## src/rtl/phys_free_list_pkg.sv

```systemverilog
// Shared rename-side constants and types for the physical register free list.
// The RAT, RRF and ROB use the same preg index type.
package phys_free_list_pkg;

    localparam int NUM_PREGS      = 64;
    localparam int NUM_ARCH_REGS  = 32;
    localparam int PREG_IDX_WIDTH = $clog2(NUM_PREGS);
    localparam int FL_DEPTH       = NUM_PREGS - NUM_ARCH_REGS;
    localparam int PTR_WIDTH      = $clog2(FL_DEPTH);

    typedef logic [PREG_IDX_WIDTH-1:0] free_list_entry_t;

endpackage

```

## src/rtl/phys_free_list_if.sv

```systemverilog
// Rename/commit-facing handshake of the free list.
// The master side is the rename/commit logic; the slave side is the free list.
interface phys_free_list_if;
    import phys_free_list_pkg::*;

    logic                 deq_en;
    free_list_entry_t     deq_preg;
    logic                 empty;
    logic                 enq_en;
    free_list_entry_t     enq_preg;
    logic                 branch_flush;
    logic [PTR_WIDTH:0]   free_count;

    modport master (
        output deq_en, enq_en, enq_preg, branch_flush,
        input  deq_preg, empty, free_count
    );

    modport slave (
        input  deq_en, enq_en, enq_preg, branch_flush,
        output deq_preg, empty, free_count
    );

endinterface

```

## src/rtl/phys_free_list.sv

```systemverilog
// Circular free list of physical register indices. A retirement head tracks the
// committed allocation point so a branch flush can return all speculative pregs.
module phys_free_list
    import phys_free_list_pkg::*;
(
    input  logic            clk,
    input  logic            rst,
    phys_free_list_if.slave fl
);

    typedef logic [PTR_WIDTH:0] fl_ptr_t;

    if ((1 << PTR_WIDTH) != FL_DEPTH) begin : g_depth_check
        $error("phys_free_list: FL_DEPTH must be a power of two");
    end

    free_list_entry_t mem [FL_DEPTH];

    fl_ptr_t head, tail, retire_head;
    fl_ptr_t head_next, tail_next, retire_head_next;
    logic    full;
    logic    do_enq;
    logic    do_deq;

    function automatic fl_ptr_t ptr_inc(input fl_ptr_t p);
        return p + fl_ptr_t'(1);
    endfunction

    function automatic logic ptr_full(input fl_ptr_t h, input fl_ptr_t t);
        return (h[PTR_WIDTH-1:0] == t[PTR_WIDTH-1:0]) && (h[PTR_WIDTH] != t[PTR_WIDTH]);
    endfunction

    assign fl.empty      = (head == tail);
    assign full          = ptr_full(head, tail);
    assign fl.deq_preg   = mem[head[PTR_WIDTH-1:0]];
    assign fl.free_count = tail - head;

    // A flush overrides any dequeue, but a commit in the same cycle still lands.
    always_comb begin
        do_enq           = fl.enq_en && !full;
        do_deq           = fl.deq_en && !fl.empty && !fl.branch_flush;
        tail_next        = tail;
        retire_head_next = retire_head;
        head_next        = head;
        if (do_enq) begin
            tail_next        = ptr_inc(tail);
            retire_head_next = ptr_inc(retire_head);
        end
        if (fl.branch_flush) begin
            head_next = retire_head_next;
        end else if (do_deq) begin
            head_next = ptr_inc(head);
        end
    end

    always_ff @(posedge clk) begin
        if (rst) begin
            head        <= '0;
            retire_head <= '0;
            tail        <= {1'b1, {PTR_WIDTH{1'b0}}};
        end else begin
            head        <= head_next;
            retire_head <= retire_head_next;
            tail        <= tail_next;
        end
    end

    always_ff @(posedge clk) begin
        if (rst) begin
            for (int i = 0; i < FL_DEPTH; i++) begin
                mem[i] <= free_list_entry_t'(NUM_ARCH_REGS + i);
            end
        end else if (do_enq) begin
            mem[tail[PTR_WIDTH-1:0]] <= fl.enq_preg;
        end
    end

    a_no_enq_full: assert property (@(posedge clk) disable iff (rst) fl.enq_en |-> !full);
    a_no_enq_x0:   assert property (@(posedge clk) disable iff (rst) fl.enq_en |-> (fl.enq_preg != '0));
    a_count_range: assert property (@(posedge clk) disable iff (rst) fl.free_count <= fl_ptr_t'(FL_DEPTH));
    a_retire_lag:  assert property (@(posedge clk) disable iff (rst)
                                    fl_ptr_t'(head - retire_head) <= fl_ptr_t'(FL_DEPTH));

endmodule

```

## src/flat_wrapper.sv

```systemverilog
// flat-port wrapper written by rule: the top's interface ports become plain ports
module phys_free_list_flat import phys_free_list_pkg::*;
  (clk, rst, fl_deq_en, fl_enq_en, fl_enq_preg, fl_branch_flush, fl_deq_preg, fl_empty, fl_free_count);
  phys_free_list_if fl_i ();
  input  logic clk;
  input  logic rst;
  input wire logic [$bits(fl_i.deq_en)-1:0] fl_deq_en;
  input wire logic [$bits(fl_i.enq_en)-1:0] fl_enq_en;
  input wire logic [$bits(fl_i.enq_preg)-1:0] fl_enq_preg;
  input wire logic [$bits(fl_i.branch_flush)-1:0] fl_branch_flush;
  output wire logic [$bits(fl_i.deq_preg)-1:0] fl_deq_preg;
  output wire logic [$bits(fl_i.empty)-1:0] fl_empty;
  output wire logic [$bits(fl_i.free_count)-1:0] fl_free_count;
  assign fl_i.deq_en = fl_deq_en;
  assign fl_i.enq_en = fl_enq_en;
  assign fl_i.enq_preg = fl_enq_preg;
  assign fl_i.branch_flush = fl_branch_flush;
  assign fl_deq_preg = fl_i.deq_preg;
  assign fl_empty = fl_i.empty;
  assign fl_free_count = fl_i.free_count;
  phys_free_list u_core (.clk(clk), .rst(rst), .fl(fl_i));
endmodule
```

## config.mk

```make
export PLATFORM = sky130hd
export DESIGN_NAME = phys_free_list_flat
export DESIGN_NICKNAME = d
export VERILOG_FILES = /design/src/rtl/phys_free_list_pkg.sv /design/src/rtl/phys_free_list_if.sv /design/src/rtl/phys_free_list.sv /design/src/flat_wrapper.sv
export SDC_FILE = /design/constraint.sdc
export NUM_CORES = 1
export LEC_CHECK = 0
export CORE_ASPECT_RATIO = 1.1
export CORE_MARGIN = 1.5
export CORE_UTILIZATION = 35
export DETAILED_ROUTE_END_ITERATION = 10
export GPL_ROUTABILITY_DRIVEN = 0
export PLACE_DENSITY_LB_ADDON = 0.15
export SLEW_MARGIN = 20
export SYNTH_ARGS = -nofsm -noshare
export SYNTH_HDL_FRONTEND = slang
export SYNTH_SLANG_ARGS = --single-unit
```

## constraint.sdc

```tcl
create_clock -name clk -period 2.4 [get_ports clk]
set_input_delay 0.48 -clock clk [delete_from_list [all_inputs] [get_ports clk]]
set_output_delay 0.48 -clock clk [all_outputs]
set_load 0.02 [all_outputs]
```

==> flow_summary.yaml <==
status:
  run_status: "complete, but fails checks"
  failed_checks: "setup timing"
clocking:
  htree_num_levels: 1
  cts_made_buffers: 25
  clock_sink_count: 215
  cts_tree: "done"
  worst_setup_hold_path_clk_slew_ps: 60
  clock-root-buffer: "sky130_fd_sc_hd__clkbuf_16"
  clkLatencyLatePin_ps: 520
  clk_path_buf_depth: 3
place:
  preCtsSetupSlack_ps: -253
  dp_hpwl_um: 17200
  placement.io_buffers: 23
  placedInstanceArea_mm2: 0.0114
drt:
  num_vias: 6666
  vias_per_cell: 5.41
  drcViolationCount: 0
  ant_nets: 0
  detail_routed_net_length_per_standard_cell_um: 22.1
  detail_route.wirelength_um: 27200
  detailedRoute.firstIterationViolations: 438
  detail_route.first_pass.iterations: 5
sta:
  grt_setup_unrepaired: "yes"
  slew-limit-headroom_pct: 48.3
  slew_limit_fails: 0
  clock.fmax_mhz: 360
  clock_period_minus_worst_slack_ps: 2780
  finalHoldViolCount: 0
  finalSetupTns_ps: -2380
  setup_viol: 8
  finalHoldWorstSlack_ps: 440
  post-route-worst-setup-slack_ps: -381
  fin_worst_skew_ps: 17.8
  final.period_utilization_pct: 116
  worst_pin_slew_ps: 774
global_routing:
  globalRouteTotalUtil_pct: 17.7
  via_count_of_the_first_global_routing_pass: 6942
  grt_first_pass_wirelength_um: 41300
  largest_net_degree_at_the_start_of_global_routing: 53
  initial_antenna_violation_count: 0
  overflow_left_after_global_routing: 0
cells_and_area:
  final_nets: 868
  finish.instance_area_mm2: 0.0129
  layout-drive-gt1-share_pct: 35.1
  area_growth_pct: 25.6
  postLayoutCoreUtil_pct: 44.8
logic_synthesis:
  syn_avg_cell_area_um2: 13.5
  share_of_synthesized_registers_carrying_an_async_set_or_reset_pct: 0
  synth.lib_cells_used.distinct: 51
  number_of_flops_mapped_to_enable_cells_by_yosys: 192
  ys_seq_area_share_pct: 60.8
  ys_warn_count: 0
  synth_cells: 760
  postSynthNetCount: 783
  post_synth_instance_area_mm2: 0.0102
  synth.ff_latch_count: 215
  dominantRegCellSynth: "sky130_fd_sc_hd__edfxtp_1"
setup_path:
  cp_slowest_stage_delay_ps: 560
  worst_ep_required_time_ps: 1920
  setup.worst_path.class: "reg -> out"
  crit_path_frequent_cell: "sky130_fd_sc_hd__buf_12"
  crit_path_start_kind: "register"
  critical_path.max_fanout: 6
  cp_cell_sequence: "buf_12 > buf_12 > buf_8 > mux4_2 > o22ai_4 > nor4_2 > buf_4"
  reg2regPathDepth: 9
  crit_path_end: "fl_deq_preg[4]"
  worst_r2r_endpoint: "u_core.mem[18][1]"
  setup.worst_path.end_class: "output pin"
  r2r_setup_slack_ps: 60
  critPathSlowestCell: "sky130_fd_sc_hd__mux4_2"
  cp.arrival_ps: 2300
  reg2reg_from: "u_core.head[3]"
power:
  worst_ir_drop_vdd_v: 0.000581
  power.density_cell_area_mw_per_mm2: 754
  static_leakage_nw: 3.94
die:
  die_width_um: 166
  die_h_um: 182
  start_util_pct: 35.7
  placement_row_count: 65
  floorplan.core_area_mm2: 0.0287
  ioPinCount: 24
  die-area_mm2: 0.0303
flow_run:
  timing.max_cap.violations: 0
min_path:
  min-delay-path-class: "in -> reg"
Yosys cell counts (all sizes together) (2+ instances only):
master,number,area share (%)
o31ai,3,0.27
or3b,2,0.17
edfxtp,192,56
mux4,48,11
nand2,15,0.55
o31a,2,0.18
nor2b,2,0.12
buf,15,0.79
o21ai,5,0.24
nand3,12,0.76
nand3b,6,0.44
or2,35,2.1
nor2,50,1.8
and2,65,4.0
nor3,21,1.0
xnor2,12,1.0
a211oi,5,0.42
inv,12,0.44
or3,109,6.7
dfxtp,23,4.5
clkbuf,55,2.1
o22ai,24,1.5
xor2,4,0.42
nor4,10,0.61
nand2b,3,0.18
a21oi,3,0.15
ha,11,1.3
nand4,2,0.12
cell type report:
cell class	count	area (um^2)
fillers	2566	15800
flip-flops and latches	215	6240
multi-input cells	462	4070
repair buffers	128	1270
clock buffers	37	691
well taps	368	460
clock inverters	8	73.8
inverters	13	48.8
diodes	1	2.50
state kept, by name, indices dropped and copies added, names as in the netlist, named ones only:
register and count:
u_core.head 6, u_core.tail 6, u_core.mem 192, u_core.retire_head 6
cell usage in the layout, fill, tap and decap left out, types with 8 or more instances in the layout:
cell type | Yosys | routed
sky130_fd_sc_hd__buf_6 | 0 | 11
sky130_fd_sc_hd__dfxtp_1 | 23 | 15
sky130_fd_sc_hd__nand2_1 | 15 | 13
sky130_fd_sc_hd__buf_12 | 0 | 13
sky130_fd_sc_hd__o22ai_2 | 0 | 10
sky130_fd_sc_hd__nor3_1 | 21 | 20
sky130_fd_sc_hd__and2_1 | 65 | 65
sky130_fd_sc_hd__nor2_1 | 50 | 50
sky130_fd_sc_hd__edfxtp_1 | 192 | 192
sky130_fd_sc_hd__clkdlybuf4s50_1 | 0 | 10
sky130_fd_sc_hd__clkbuf_16 | 0 | 27
sky130_fd_sc_hd__xnor2_1 | 12 | 11
sky130_fd_sc_hd__buf_4 | 4 | 85
sky130_fd_sc_hd__or2_4 | 0 | 8
sky130_fd_sc_hd__mux4_2 | 48 | 48
sky130_fd_sc_hd__or3_1 | 109 | 108
sky130_fd_sc_hd__or2_2 | 35 | 27
sky130_fd_sc_hd__clkbuf_1 | 52 | 10
routing by layer:
layer | track usage, % | vias to the layer above | part of all wire (%)
met2 | 30.8 | 171 | 50
met3 | 2.28 | 34 | 4.7
met1 | 23.4 | 3418 | 43
met4 | 4.61 | 0 | 1.7
met5 | 0 | - | 0
li1 | - | 3043 | -
where the power goes:
part | internal, mW | leakage (nW) | switching, mW
Combinational | 0.923 | 1.80 | 0.951
Sequential | 4.16 | 1.78 | 0.0617
Clock | 2.10 | 0.371 | 1.50
Total | 7.19 | 3.94 | 2.51
cells by family (layout without fill, tap and decap cells):
logic type | Yosys count | after routing | share of synthesized area [%]
compound gates | 48 | 48 | 3.22
xor+xnor | 16 | 16 | 1.44
fa+ha+maj | 12 | 12 | 1.54
buf+inv | 83 | 186 | 3.32
flops | 215 | 215 | 60.8
mux | 50 | 50 | 10.8
other cells | 0 | 1 | 0
simple gates | 336 | 336 | 18.9
worst max-delay path: cells and delay by family (launching register included):
kind | cells | cell delay (ps)
DFF | 1 | 380
AOI/OAI and AO/OA | 1 | 210
muxes | 1 | 560
and+or+nand+nor | 1 | 80
buffers and inverters | 4 | 540
worst min path at each step:
stage | startpoint | to | slack (ps) | depth (start not counted)
finish | rst | u_core.mem[31][2] | 440 | 3
detailed placement | u_core.retire_head[5] | u_core.retire_head[5] | 530 | 2
global placement | u_core.retire_head[5] | u_core.retire_head[5] | 520 | 2
global route | rst | u_core.mem[31][4] | 450 | 3
CTS | rst | u_core.mem[31][4] | 520 | 3
floorplan | u_core.retire_head[5] | u_core.retire_head[5] | 480 | 2
repair_timing:
| action | in CTS | in global routing |
|---|---|---|
| endpoints found under the setup margin | 126 | 157 |
| buffers inserted | 13 | 9 |
| gates cloned | 2 | 2 |
| pin swaps | 12 | 13 |
| gates resized for setup | 117 | 54 |
| hold buffers | 0 | 0 |
stage by stage:
stage / std cells / total power, mW
2_1_floorplan: 760 / 5.13
3_3_place_gp: 1163 / 5.80
3_5_place_dp: 1163 / 5.82
4_1_cts: 1223 / 9.59
5_1_grt: 1231 / 10.0
6_report: 1232 / 9.70
No activity file was read; power rests on OpenSTA's default activity.
